[src/rtl/traffic_pkg.sv]
// Shared encodings for the intersection controller: FSM state codes,
// approach indices and the one-hot lamp helper.
package traffic_pkg;

  localparam logic [1:0] ST_IDLE   = 2'd0;
  localparam logic [1:0] ST_GREEN  = 2'd1;
  localparam logic [1:0] ST_YELLOW = 2'd2;
  localparam logic [1:0] ST_ALLRED = 2'd3;

  localparam logic [1:0] APP_N = 2'd0;
  localparam logic [1:0] APP_E = 2'd1;
  localparam logic [1:0] APP_S = 2'd2;
  localparam logic [1:0] APP_W = 2'd3;

  function automatic logic [3:0] onehot4(input logic [1:0] idx);
    logic [3:0] v;
    v = 4'b0000;
    v[idx] = 1'b1;
    return v;
  endfunction

endpackage

[src/rtl/rr_pick4.sv]
// Combinational 4-way rotate-priority picker: returns the first set bit of
// pend_nx, searching upward from phase+1 and wrapping modulo 4.
module rr_pick4
  import traffic_pkg::*;
(
  input  logic [3:0] pend_nx,
  input  logic [1:0] phase,
  output logic       valid,
  output logic [1:0] pick
);

  logic [1:0] start_s;
  logic [7:0] dbl_s;
  logic [3:0] rot_s;
  logic [1:0] off_s;

  // Rotate so that bit 0 of rot_s is the approach after the one just served.
  assign start_s = phase + 2'd1;
  assign dbl_s   = {pend_nx, pend_nx};
  assign rot_s   = dbl_s[{1'b0, start_s} +: 4];

  // Priority encode the rotated request vector.
  always_comb begin
    valid = 1'b1;
    off_s = 2'd0;
    casez (rot_s)
      4'b???1: off_s = 2'd0;
      4'b??10: off_s = 2'd1;
      4'b?100: off_s = 2'd2;
      4'b1000: off_s = 2'd3;
      default: begin
        valid = 1'b0;
        off_s = 2'd0;
      end
    endcase
  end

  assign pick = start_s + off_s;

endmodule

[src/rtl/intersection_phase_scheduler.sv]
// Four-approach intersection controller: latches detector requests, serves
// them round-robin and times green / yellow / all-red intervals.
module intersection_phase_scheduler
  import traffic_pkg::*;
#(
  parameter int GREEN_CYC  = 8,
  parameter int YELLOW_CYC = 3,
  parameter int ALLRED_CYC = 2,
  parameter int CNT_W      = 8
) (
  input  logic       clk,
  input  logic       reset,
  input  logic [3:0] req,
  output logic [3:0] red,
  output logic [3:0] yellow,
  output logic [3:0] green,
  output logic [1:0] phase,
  output logic [1:0] state
);

  localparam logic [CNT_W-1:0] G_LOAD   = CNT_W'(GREEN_CYC - 1);
  localparam logic [CNT_W-1:0] Y_LOAD   = CNT_W'(YELLOW_CYC - 1);
  localparam logic [CNT_W-1:0] A_LOAD   = CNT_W'(ALLRED_CYC - 1);
  localparam logic [CNT_W-1:0] T_ZERO   = {CNT_W{1'b0}};
  localparam logic [CNT_W-1:0] T_ONE    = {{(CNT_W-1){1'b0}}, 1'b1};

  logic [1:0]       state_r, state_nx_s;
  logic [1:0]       phase_r, phase_nx_s;
  logic [CNT_W-1:0] timer_r, timer_nx_s;
  logic [3:0]       pend_r, pend_nx_s, pend_keep_s, mask_s;
  logic             enter_green_s;
  logic             timer_zero_s;
  logic             pick_valid_s;
  logic [1:0]       pick_s;
  logic [3:0]       red_r, yellow_r, green_r;
  logic [3:0]       red_nx_s, yellow_nx_s, green_nx_s;

  // The approach holding green cannot re-request itself.
  assign mask_s       = (state_r == ST_GREEN) ? onehot4(phase_r) : 4'b0000;
  assign pend_nx_s    = (pend_r | req) & ~mask_s;
  assign timer_zero_s = (timer_r == T_ZERO);
  assign pend_keep_s  = enter_green_s ? (pend_nx_s & ~onehot4(pick_s)) : pend_nx_s;

  rr_pick4 u_pick (
    .pend_nx (pend_nx_s),
    .phase   (phase_r),
    .valid   (pick_valid_s),
    .pick    (pick_s)
  );

  // State, phase, timer and pending-request registers.
  always_ff @(posedge clk or posedge reset) begin
    if (reset) begin
      state_r <= ST_IDLE;
      phase_r <= APP_W;
      timer_r <= T_ZERO;
      pend_r  <= 4'b0000;
    end else begin
      state_r <= state_nx_s;
      phase_r <= phase_nx_s;
      timer_r <= timer_nx_s;
      pend_r  <= pend_keep_s;
    end
  end

  // Next-state, next-phase and timer reload logic.
  always_comb begin
    state_nx_s    = state_r;
    phase_nx_s    = phase_r;
    timer_nx_s    = timer_r;
    enter_green_s = 1'b0;
    case (state_r)
      ST_IDLE: begin
        if (pick_valid_s) begin
          state_nx_s    = ST_GREEN;
          phase_nx_s    = pick_s;
          timer_nx_s    = G_LOAD;
          enter_green_s = 1'b1;
        end else begin
          timer_nx_s = T_ZERO;
        end
      end
      ST_GREEN: begin
        if (!timer_zero_s) begin
          timer_nx_s = timer_r - T_ONE;
        end else if (|pend_nx_s) begin
          state_nx_s = ST_YELLOW;
          timer_nx_s = Y_LOAD;
        end else begin
          timer_nx_s = T_ZERO;
        end
      end
      ST_YELLOW: begin
        if (timer_zero_s) begin
          state_nx_s = ST_ALLRED;
          timer_nx_s = A_LOAD;
        end else begin
          timer_nx_s = timer_r - T_ONE;
        end
      end
      ST_ALLRED: begin
        if (!timer_zero_s) begin
          timer_nx_s = timer_r - T_ONE;
        end else if (pick_valid_s) begin
          state_nx_s    = ST_GREEN;
          phase_nx_s    = pick_s;
          timer_nx_s    = G_LOAD;
          enter_green_s = 1'b1;
        end else begin
          state_nx_s = ST_IDLE;
          timer_nx_s = T_ZERO;
        end
      end
      default: begin
        state_nx_s = ST_IDLE;
        timer_nx_s = T_ZERO;
      end
    endcase
  end

  // Lamp decode from next state so lamps switch on the same edge as state.
  always_comb begin
    green_nx_s  = 4'b0000;
    yellow_nx_s = 4'b0000;
    case (state_nx_s)
      ST_GREEN:  green_nx_s  = onehot4(phase_nx_s);
      ST_YELLOW: yellow_nx_s = onehot4(phase_nx_s);
      default: begin
        green_nx_s  = 4'b0000;
        yellow_nx_s = 4'b0000;
      end
    endcase
    red_nx_s = ~(green_nx_s | yellow_nx_s);
  end

  // Registered lamp drivers.
  always_ff @(posedge clk or posedge reset) begin
    if (reset) begin
      red_r    <= 4'hF;
      yellow_r <= 4'h0;
      green_r  <= 4'h0;
    end else begin
      red_r    <= red_nx_s;
      yellow_r <= yellow_nx_s;
      green_r  <= green_nx_s;
    end
  end

  assign red    = red_r;
  assign yellow = yellow_r;
  assign green  = green_r;
  assign phase  = phase_r;
  assign state  = state_r;

endmodule
[config.mk]
export PLATFORM = sky130hd
export DESIGN_NAME = intersection_phase_scheduler
export DESIGN_NICKNAME = d
export VERILOG_FILES = /design/src/rtl/traffic_pkg.sv /design/src/rtl/rr_pick4.sv /design/src/rtl/intersection_phase_scheduler.sv
export SDC_FILE = /design/constraint.sdc
export NUM_CORES = 1
export LEC_CHECK = 0
export ABC_AREA = 1
export CELL_PAD_IN_SITES_DETAIL_PLACEMENT = 0
export CELL_PAD_IN_SITES_GLOBAL_PLACEMENT = 2
export CORE_MARGIN = 8
export CORE_UTILIZATION = 29
export DETAILED_ROUTE_END_ITERATION = 10
export GPL_TIMING_DRIVEN = 0
export MAX_ROUTING_LAYER = met4
export PLACE_DENSITY = 0.72
export SLEW_MARGIN = 20
export SYNTH_ARGS = -nofsm -noshare
export SYNTH_HDL_FRONTEND = slang
export SYNTH_HIERARCHICAL = 1
export SYNTH_SLANG_ARGS = --single-unit
export TNS_END_PERCENT = 100
[constraint.sdc]
create_clock -name clk -period 2.25 [get_ports clk]
set_input_delay 0.225 -clock clk [delete_from_list [all_inputs] [get_ports clk]]
set_output_delay 0.225 -clock clk [all_outputs]
set_load 0.005 [all_outputs]
==> results of run 1 <==
cells by family after synthesis:
logic type | after synthesis
fa+ha+maj | 8
buf+inv | 45
flops | 28
simple gates | 136
xor+xnor | 7
compound gates | 17
cells in the mapped netlist, drive strengths merged:
| cell type | number |
|---|---|
| nand2 | 85 |
| inv | 42 |
| nor2 | 37 |
| dfrtp | 22 |
| nand3 | 10 |
| o21ai | 9 |
| ha | 8 |
| dfstp | 6 |
| a21oi | 5 |
| xor2 | 4 |
| buf | 3 |
| xnor2 | 3 |
| a31oi | 2 |
| nor3 | 1 |
| nor3b | 1 |
| o211ai | 1 |
| or2 | 1 |
| or3 | 1 |
area by class of cell:
cell class	count	share of cell area
repair buffers	46	0.1591
clock buffers	4	0.02114
inverters	42	0.06343
multi-input cells	168	0.4382
well taps	77	0.03700
plain buffers	2	0.008650
flip-flops and latches	28	0.2725
critical path, cell delays in order, from the launching register on:
cell     delay [ns]
dfstp_2        0.67
inv_2          0.05
nand3_2        0.09
nand2_4        0.06
inv_2          0.07
inv_2          0.04
nand2_1        0.05
nand2_1        0.06
nand2_2        0.08
nand2_4        0.07
inv_2          0.05
a21oi_2        0.05
nor2_1         0.10
ha_2           0.19
xor2_2         0.15
inv_1          0.05
nand2_1        0.07
nand2_2        0.07
nand2_4        0.07
nand2_4        0.08
inv_4          0.08
nand2_4        0.06
nor2_4         0.13
nor2_2         0.04
where the power goes:
group          switching [uW]  internal, uW
clock                     154           157
combinational            1850          1360
sequential                138           719
metrics by stage:
stage | area [um2] | worst slack (ns) | setup TNS [ns] | util
detailed placement | 2172 | -0.5999 | -9.494 | 0.3501
CTS | 2436 | -0.2775 | -3.126 | 0.3926
floorplan | 1866 | -0.1660 | -1.602 | -
global placement | 2172 | -0.6106 | -9.815 | 0.3501
finish | 2604 | -0.2479 | -3.077 | 0.4196
global route | 2604 | -0.4332 | -6.227 | 0.4196
worst min path at each step:
stage          startpoint          to  slack (ns)  depth (start not counted)
2_1_floorplan       reset    green[0]        0.29                          1
5_1_grt             reset   yellow[2]        0.39                          2
3_3_place_gp   timer_r[7]  timer_r[7]        0.53                          2
3_5_place_dp   timer_r[7]  timer_r[7]        0.55                          2
6_report            reset   yellow[2]        0.33                          2
4_1_cts             reset   yellow[2]        0.54                          2
repair_timing:
action	in CTS	in global routing
buffers inserted	15	10
pin swaps	27	38
gates resized for setup	31	29
setup endpoints to repair	23	22
gates cloned	0	0
metal layers:
layer  global-route usage  part of all wire  wire length (um)  up-vias
met5                    -                 0                 0        -
met4              0.02731            0.0056                24        0
met3              0.02598             0.045               196        2
met2               0.1542              0.44              1893       18
met1               0.1356              0.51              2207      724
li1                     -                 -                 -      816
registers in the layout, summed over array words and instances, names as in the netlist:
signal	cells
green	4
phase	2
timer_r	8
pend_r	4
yellow	4
red	4
state	2
cell usage in the layout (no fill, tap or decap), types with 3 or more instances in the layout:
cell type	n
o21ai_0	3
ha_1	6
nand2_1	53
a21oi_2	3
dfstp_2	6
nand2_2	20
o21ai_2	3
inv_1	18
buf_4	23
nor2_4	13
nand2_4	12
nor2_1	17
nor2_2	7
inv_2	21
xnor2_1	3
nand3_2	3
clkbuf_8	4
xor2_1	3
inv_4	3
clkdlybuf4s50_1	21
nand3_1	5
dfrtp_1	21
buf_6	3
==> metrics.md, run 1 <==
| Metric | Value |
|---|---|
| Clock sinks | `28` |
| Drt pass-1 iters | `4` |
| Core area | `around 6200 um2` |
| Layout cells sized above 1 | `0.4483` |
| Clock latency on the worst-skew pair | `roughly 0.27 ns` |
| Crit path launch type | `flip-flop` |
| CTS buffer count | `3` |
| Synth Area in Simple Gates | `0.3631` |
| Worst EP required | `2.47 ns` |
| Crit share post-route | `1.110` |
| Slew Viols, Final | `0` |
| Max-slew headroom | `0.6108` |
| Initial drt markers | `35` |
| Post-route antenna net violation count | `0` |
| Die area | `approximately 9000 um2` |
| Synth Net Count | `roughly 260` |
| Fillers | `approximately 650` |
| Hold WC Path Type | `primary input to asynchronous set/reset pin` |
| All-Layer GR Usage | `0.1034` |
| Crit path max fanout | `8` |
| Placed Cells | `339` |
| Pwr Total | `4369 uW` |
| CP startpoint | `phase[0]` |
| # diodes | `0` |
| Total gr overflow | `0` |
| XOR/XNOR share of the synthesized area | `0.03370` |
| RSZ-0062 raised after global routing | `yes` |
| Yosys Warn Count | `6` |
| Largest net degree at the start of global routing | `29` |
| CP endpoint kind | `flip-flop` |
| Final cell count without fillers | `367` |
| Critical R2R Launch | `phase[0]` |
| Remaining DRCs | `0` |
| Critical Path End | `red[1]` |
| Setup violators final | `16` |
| Vias in the first global route | `about 1600` |
| CTS tree | `built` |
| Quantity of hold-fixing buffers added after cts | `0` |
| R2R setup slack | `-0.25 ns` |
| Die X | `roughly 95 um` |
| Main combinational cell family by area after synthesis | `simple AND/OR/NAND/NOR gates` |
| Multi-input gate area | `roughly 1100 um2` |
| Starting Density | `0.2932` |
| Mean Syn Cell Area | `7.549 um2` |
| Post-synthesis register bit count | `28` |
| Post-synth cell types | `26` |
| Clock slew at reported path FFs | `about 0.090 ns` |
| Root Buffer | `clkbuf_8` |
| Max IR drop VDD | `0.0007338 V` |
| Synth area leader | `dfrtp_1` |
| Reg2reg end | `red[1]` |
| Max Cap Violations | `0` |
| WL per Instance | `approximately 12 um` |
| Leakage | `between 0.001 and 0.0015 uW` |
| Number of buffers added on ports | `21` |
| IO Count | `22` |
| Synth top area share | `0.3026` |
| Power per Cell Area | `~1700 nW/um2` |
| Hold Slack | `~0.33 ns` |
| Multiplexer share of the synthesized area | `0` |
| Via count | `1560` |
| Least-Margin Pin Slew | `between 0.5 and 0.6 ns` |
| Fin crit period | `roughly 2.5 ns` |
| Register area share after synthesis | `0.3893` |
| Layout Nets | `roughly 310` |
| Cell Area, Synth | `~1800 um2` |
| Setup ws final | `-0.2479 ns` |
| Initial antenna violation count | `0` |
| H-tree Lvls | `1` |
| Post-route clock skew | `between 0.002 and 0.003 ns` |
| Final Hold Viols | `0` |
| Synth Area in Compound Gates | `0.05571` |
| Sequential Area | `a little over 700 um2` |
| Area contributors post-synth | `dfrtp_1 (30%), nand2_1 (15%), dfstp_2 (8.7%)` |
| Run status | `complete, but fails checks` |
| FF-to-FF path depth | `23` |
| Gpl congestion | `approximately 0.71` |
| Adder-cell share of the synthesized area | `0.05502` |
| Routed Wire Length | `between 4000 and 5000 um` |
| Cells after synthesis | `roughly 240` |
| Critical path class | `flip-flop to flip-flop` |
| Highest Clock Rate | `~400 MHz` |
| DIE HEIGHT | `roughly 95 um` |
| Vias per inst | `4.251` |
| Failing checks | `setup timing` |
| Row Count | `29` |
| Layout area overhead | `43.12%` |
| CP arrival | `2.72 ns` |
| First-pass GRT wire length | `roughly 7300 um` |
| Final HPWL DP | `roughly 3200 um` |
| CTS Buffer Depth | `2` |
No activity file was read; power rests on OpenSTA's default activity.
==> run 2, diff against run 1 <==
--- a/config.mk
+++ b/config.mk
@@ -5,15 +5,15 @@
 export SDC_FILE = /design/constraint.sdc
 export NUM_CORES = 1
 export LEC_CHECK = 0
-export ABC_AREA = 1
+export ABC_AREA = 0
 export CELL_PAD_IN_SITES_DETAIL_PLACEMENT = 0
 export CELL_PAD_IN_SITES_GLOBAL_PLACEMENT = 2
 export CORE_MARGIN = 8
-export CORE_UTILIZATION = 29
+export CORE_UTILIZATION = 30
 export DETAILED_ROUTE_END_ITERATION = 10
 export GPL_TIMING_DRIVEN = 0
 export MAX_ROUTING_LAYER = met4
-export PLACE_DENSITY = 0.72
+export PLACE_DENSITY = 0.7
 export SLEW_MARGIN = 20
 export SYNTH_ARGS = -nofsm -noshare
 export SYNTH_HDL_FRONTEND = slang
==> run 2 against run 1 <==
The flow still finishes with violations (setup timing). Register-to-register slack worse by 0.63 ns. Wire length up 4.6%. Fmax down 20%. Critical path depth down 8. Worst setup slack worse by 0.63 ns. Clock skew down 0.0010 ns. Cell count down 18%. Utilization up 1.4 points. Sequential cell count unchanged. Via count down 4.9%. Critical path type unchanged. Largest power group unchanged. Highest routed layer unchanged.
==> metrics.md, run 2 <==
| Metric | Value |
|---|---|
| Setup ws final | `-0.8754 ns (was -0.2479 ns)` |
| Dominant synthesized flop cell | `dfrtp_1 (unchanged)` |
| Max-slew headroom | `0.4421 (was 0.6108)` |
| Most frequent CP cell | `a21oi_1 (was nand2_4)` |
| Sequential Area | `710.7 um2 (was 709.4 um2)` |
| CP Cell Sequence | `inv_4 > o32a_4 > nand2_2 > nor2_1 > a21oi_1 > a21oi_1 > a211o_1 > ha_2 > xor2_1 > xnor2_1 > xnor2_2 > nand3_2 > a211oi_2 > a31oi_2 > nand2b_1 (was inv_2 > nand3_2 > nand2_4 > inv_2 > inv_2 > nand2_1 > nand2_1 > nand2_2 > nand2_4 > inv_2 > a21oi_2 > nor2_1 > ha_2 > xor2_2 > inv_1 > nand2_1 > nand2_2 > nand2_4 > nand2_4 > inv_4 > nand2_4 > nor2_4 > nor2_2)` |
| Layout cells sized above 1 | `0.3275 (was 0.4483)` |
| Clock sinks | `28 (unchanged)` |
| Clock latency on the worst-skew pair | `0.27 ns (about the same)` |
| Synth top cells by count | `nor2_1 (30), dfrtp_1 (22), nand2_1 (17) (was nand2_1 (72), inv_1 (34), dfrtp_1 (22))` |
| Power per Cell Area | `1497 nW/um2 (was 1678 nW/um2)` |
| Hold WC Path Type | `primary input to asynchronous set/reset pin (unchanged)` |
| Routed Wire Length | `4521 um (was 4321 um)` |
| Die area | `8283 um2 (was 9064 um2)` |
| Post-route cell area | `2371 um2 (was 2604 um2)` |
| Layout area overhead | `40.47% (was 43.12%)` |
| CTS Buffer Depth | `2 (unchanged)` |
| Initial antenna violation count | `0 (unchanged)` |
| Critical path class | `flip-flop to flip-flop (unchanged)` |
| Drt pass-1 iters | `4 (unchanged)` |
| EDFF count, synth | `0 (unchanged)` |
| Largest register FFs | `8 (unchanged)` |
| Mean Syn Cell Area | `9.173 um2 (was 7.549 um2)` |
| Largest stage delay on the critical path | `0.59 ns (was 0.67 ns)` |
| CP arrival | `3.33 ns (was 2.72 ns)` |
| RSZ-0062 raised after global routing | `yes (unchanged)` |
| Most common cell after layout, fill and taps aside | `nor2_1 (was nand2_1)` |
| Max IR drop VDD | `0.0008794 V (was 0.0007338 V)` |
| Core area | `5473 um2 (was 6205 um2)` |
| Synth area leader | `dfrtp_1 (unchanged)` |
| Row Count | `27 (was 29)` |
| Fin crit period | `3.125 ns (was 2.498 ns)` |
| All-Layer GR Usage | `0.1149 (was 0.1034)` |
| Via count | `1483 (was 1560)` |
| Area contributors post-synth | `dfrtp_1 (33%), dfstp_2 (9.3%), nor2_1 (6.7%) (was dfrtp_1 (30%), nand2_1 (15%), dfstp_2 (8.7%))` |
| Final Hold Viols | `0 (unchanged)` |
| Most common cell in the synthesized netlist | `nor2_1 (was nand2_1)` |
| Vias in the first global route | `1572 (was 1564)` |
| Post-synthesis register bit count | `28 (unchanged)` |
| Crit share post-route | `1.389 (was 1.110)` |
| Fraction of registers with async set/reset | `1.000 (unchanged)` |
| Gpl congestion | `0.7704 (was 0.7092)` |
| Starting Density | `0.3084 (was 0.2932)` |
| Post-route clock skew | `0.001522 ns (was 0.002555 ns)` |
| Die X | `91.01 um (was 95.21 um)` |
| Slew Viols, Final | `0 (unchanged)` |
| Multi-input gate area | `1052 um2 (was 1141 um2)` |
| Slowest-stage cell, CP | `dfstp_2 (unchanged)` |
| Synth top area share | `0.3262 (was 0.3026)` |
| Fillers | `564 (was 647)` |
| Initial drt markers | `65 (was 35)` |
| Crit path launch type | `flip-flop (unchanged)` |
| Total gr overflow | `0 (unchanged)` |
| Leading cell types in the layout, fill and taps excluded | `nor2_1 (26), clkdlybuf4s50_1 (21), dfrtp_1 (20), buf_4 (20), nand2_1 (15) (was nand2_1 (53), buf_4 (23), inv_2 (21), dfrtp_1 (21), clkdlybuf4s50_1 (21))` |
| Highest Clock Rate | `320.0 MHz (was 400.3 MHz)` |
| Crit path max fanout | `6 (was 8)` |
| Run status | `complete, but fails checks (unchanged)` |
| Post-route antenna net violation count | `0 (unchanged)` |
| Vias per inst | `4.927 (was 4.251)` |
| Placed instance area | `2026 um2 (was 2172 um2)` |
| Remaining DRCs | `0 (unchanged)` |
| IO Count | `22 (unchanged)` |
| # diodes | `0 (unchanged)` |
| CTS buffer count | `3 (unchanged)` |
| WL per Instance | `15.02 um (was 11.77 um)` |
| Least-Margin Pin Slew | `0.8292 ns (was 0.5830 ns)` |
| Layout Nets | `244 (was 305)` |
| Clock slew at reported path FFs | `0.10 ns (was 0.09 ns)` |
| H-tree Lvls | `1 (unchanged)` |
| Register area share after synthesis | `0.4196 (was 0.3893)` |
| Synth Net Count | `198 (was 255)` |
| CP endpoint kind | `flip-flop (unchanged)` |
| Max Cap Violations | `0 (unchanged)` |
| First-pass GRT wire length | `7665 um (was 7286 um)` |
| Failing checks | `setup timing (unchanged)` |
| Largest net degree at the start of global routing | `29 (unchanged)` |
| Final HPWL DP | `3273 um (was 3159 um)` |
| DIE HEIGHT | `91.01 um (was 95.21 um)` |
| Number of buffers added on ports | `21 (unchanged)` |
| Setup violators final | `18 (was 16)` |
| Pwr Total | `3549 uW (was 4369 uW)` |
| Cells after synthesis | `184 (was 241)` |
| Critical path buffer and inverter count | `1 (was 6)` |
| CTS tree | `built (unchanged)` |
| Yosys Warn Count | `6 (unchanged)` |
| Worst EP required | `2.45 ns (was 2.47 ns)` |
| CP top delay family | `compound AO/OA/AOI/OAI gates (was simple AND/OR/NAND/NOR gates)` |
| Most flop-heavy register | `timer_r (unchanged)` |
| Root Buffer | `clkbuf_8 (unchanged)` |
| R2R setup slack | `-0.88 ns (was -0.25 ns)` |
| Cell Area, Synth | `1688 um2 (was 1819 um2)` |
| Post-synth cell types | `46 (was 26)` |
| Leakage | `0.0009915 uW (was 0.001257 uW)` |
## run 2: changes by cell type after synthesis, sizes merged, moves of 4 or more
cell | previous run | this run
nand2 | 85 | 17
xnor2 | 3 | 7
nand3 | 10 | 6
nor2 | 37 | 31
nor3 | 1 | 6
inv | 42 | 12
a31oi | 2 | 8
## run 2: what timing repair did
item / in CTS / in global routing
endpoints found under the setup margin: 22 / 21
resized for setup: 19 / 11
setup buffers: 13 / 7
pin swaps: 10 / 2
hold buffers: 0 / 0
## run 2: final timing paths
check / start / end / cells after the start
max: phase[0] / red[2] / 15
max reg2reg: phase[0] / red[2] / 15
min in group clk: timer_r[7] / timer_r[7] / 2
min: reset / timer_r[4] / 2
min reg2reg: timer_r[7] / timer_r[7] / 2
max in group asynchronous: reset / state[0] / 2
## run 2: kinds of logic (layout without fill, tap and decap cells)
group,Yosys count,after routing,share of synthesized area
flip-flops,28,28,0.4196
AO/OA/AOI/OAI,41,41,0.1853
adder cells (fa/ha/maj),8,8,0.05931
AND/OR/NAND/NOR,82,82,0.2365
buffers and inverters,15,60,0.04300
XOR/XNOR,10,10,0.05634
## run 2: metrics by stage
step	TNS, ns	hold WS (ns)	util	instances	setup slack [ns]
finish	-12.65	0.3336	0.4332	301	-0.8754
floorplan	-9.725	0.2860	-	184	-0.7329
global placement	-15.82	0.5415	0.3701	277	-1.101
CTS	-12.04	0.5491	0.4156	294	-0.8231
global route	-14.57	0.3804	0.4332	301	-0.9811
detailed placement	-17.53	0.5682	0.3701	277	-1.201
## run 2: routing by layer
metal	global-route usage	up-vias	routed length (um)
li1	-	738	-
met1	0.1187	723	1840
met2	0.2207	18	2556
met3	0.01317	4	65
met4	0.03411	0	59
met5	-	-	0
## run 2: final cells by class
class / instances / area share
Tap cell: 72 / 0.03799
Multi-Input combinational cell: 141 / 0.4438
Buffer: 3 / 0.01266
Clock inverter: 1 / 0.01266
Timing Repair Buffer: 41 / 0.1536
Inverter: 12 / 0.02216
Sequential cell: 28 / 0.2997
Clock buffer: 3 / 0.01741
## run 2: worst register-to-register path, delay by kind of cell (launching register included)
| kind | cells | cell delay [ns] |
|---|---|---|
| compound gates | 6 | 1.18 |
| xor+xnor | 3 | 0.60 |
| fa+ha+maj | 1 | 0.18 |
| buf+inv | 1 | 0.06 |
| flops | 1 | 0.59 |
| simple gates | 4 | 0.47 |
## run 2: power breakdown
group          internal [uW]  total, uW  switching (uW)
clock                    238        403             165
combinational           1090       2310            1220
sequential               711        840             129
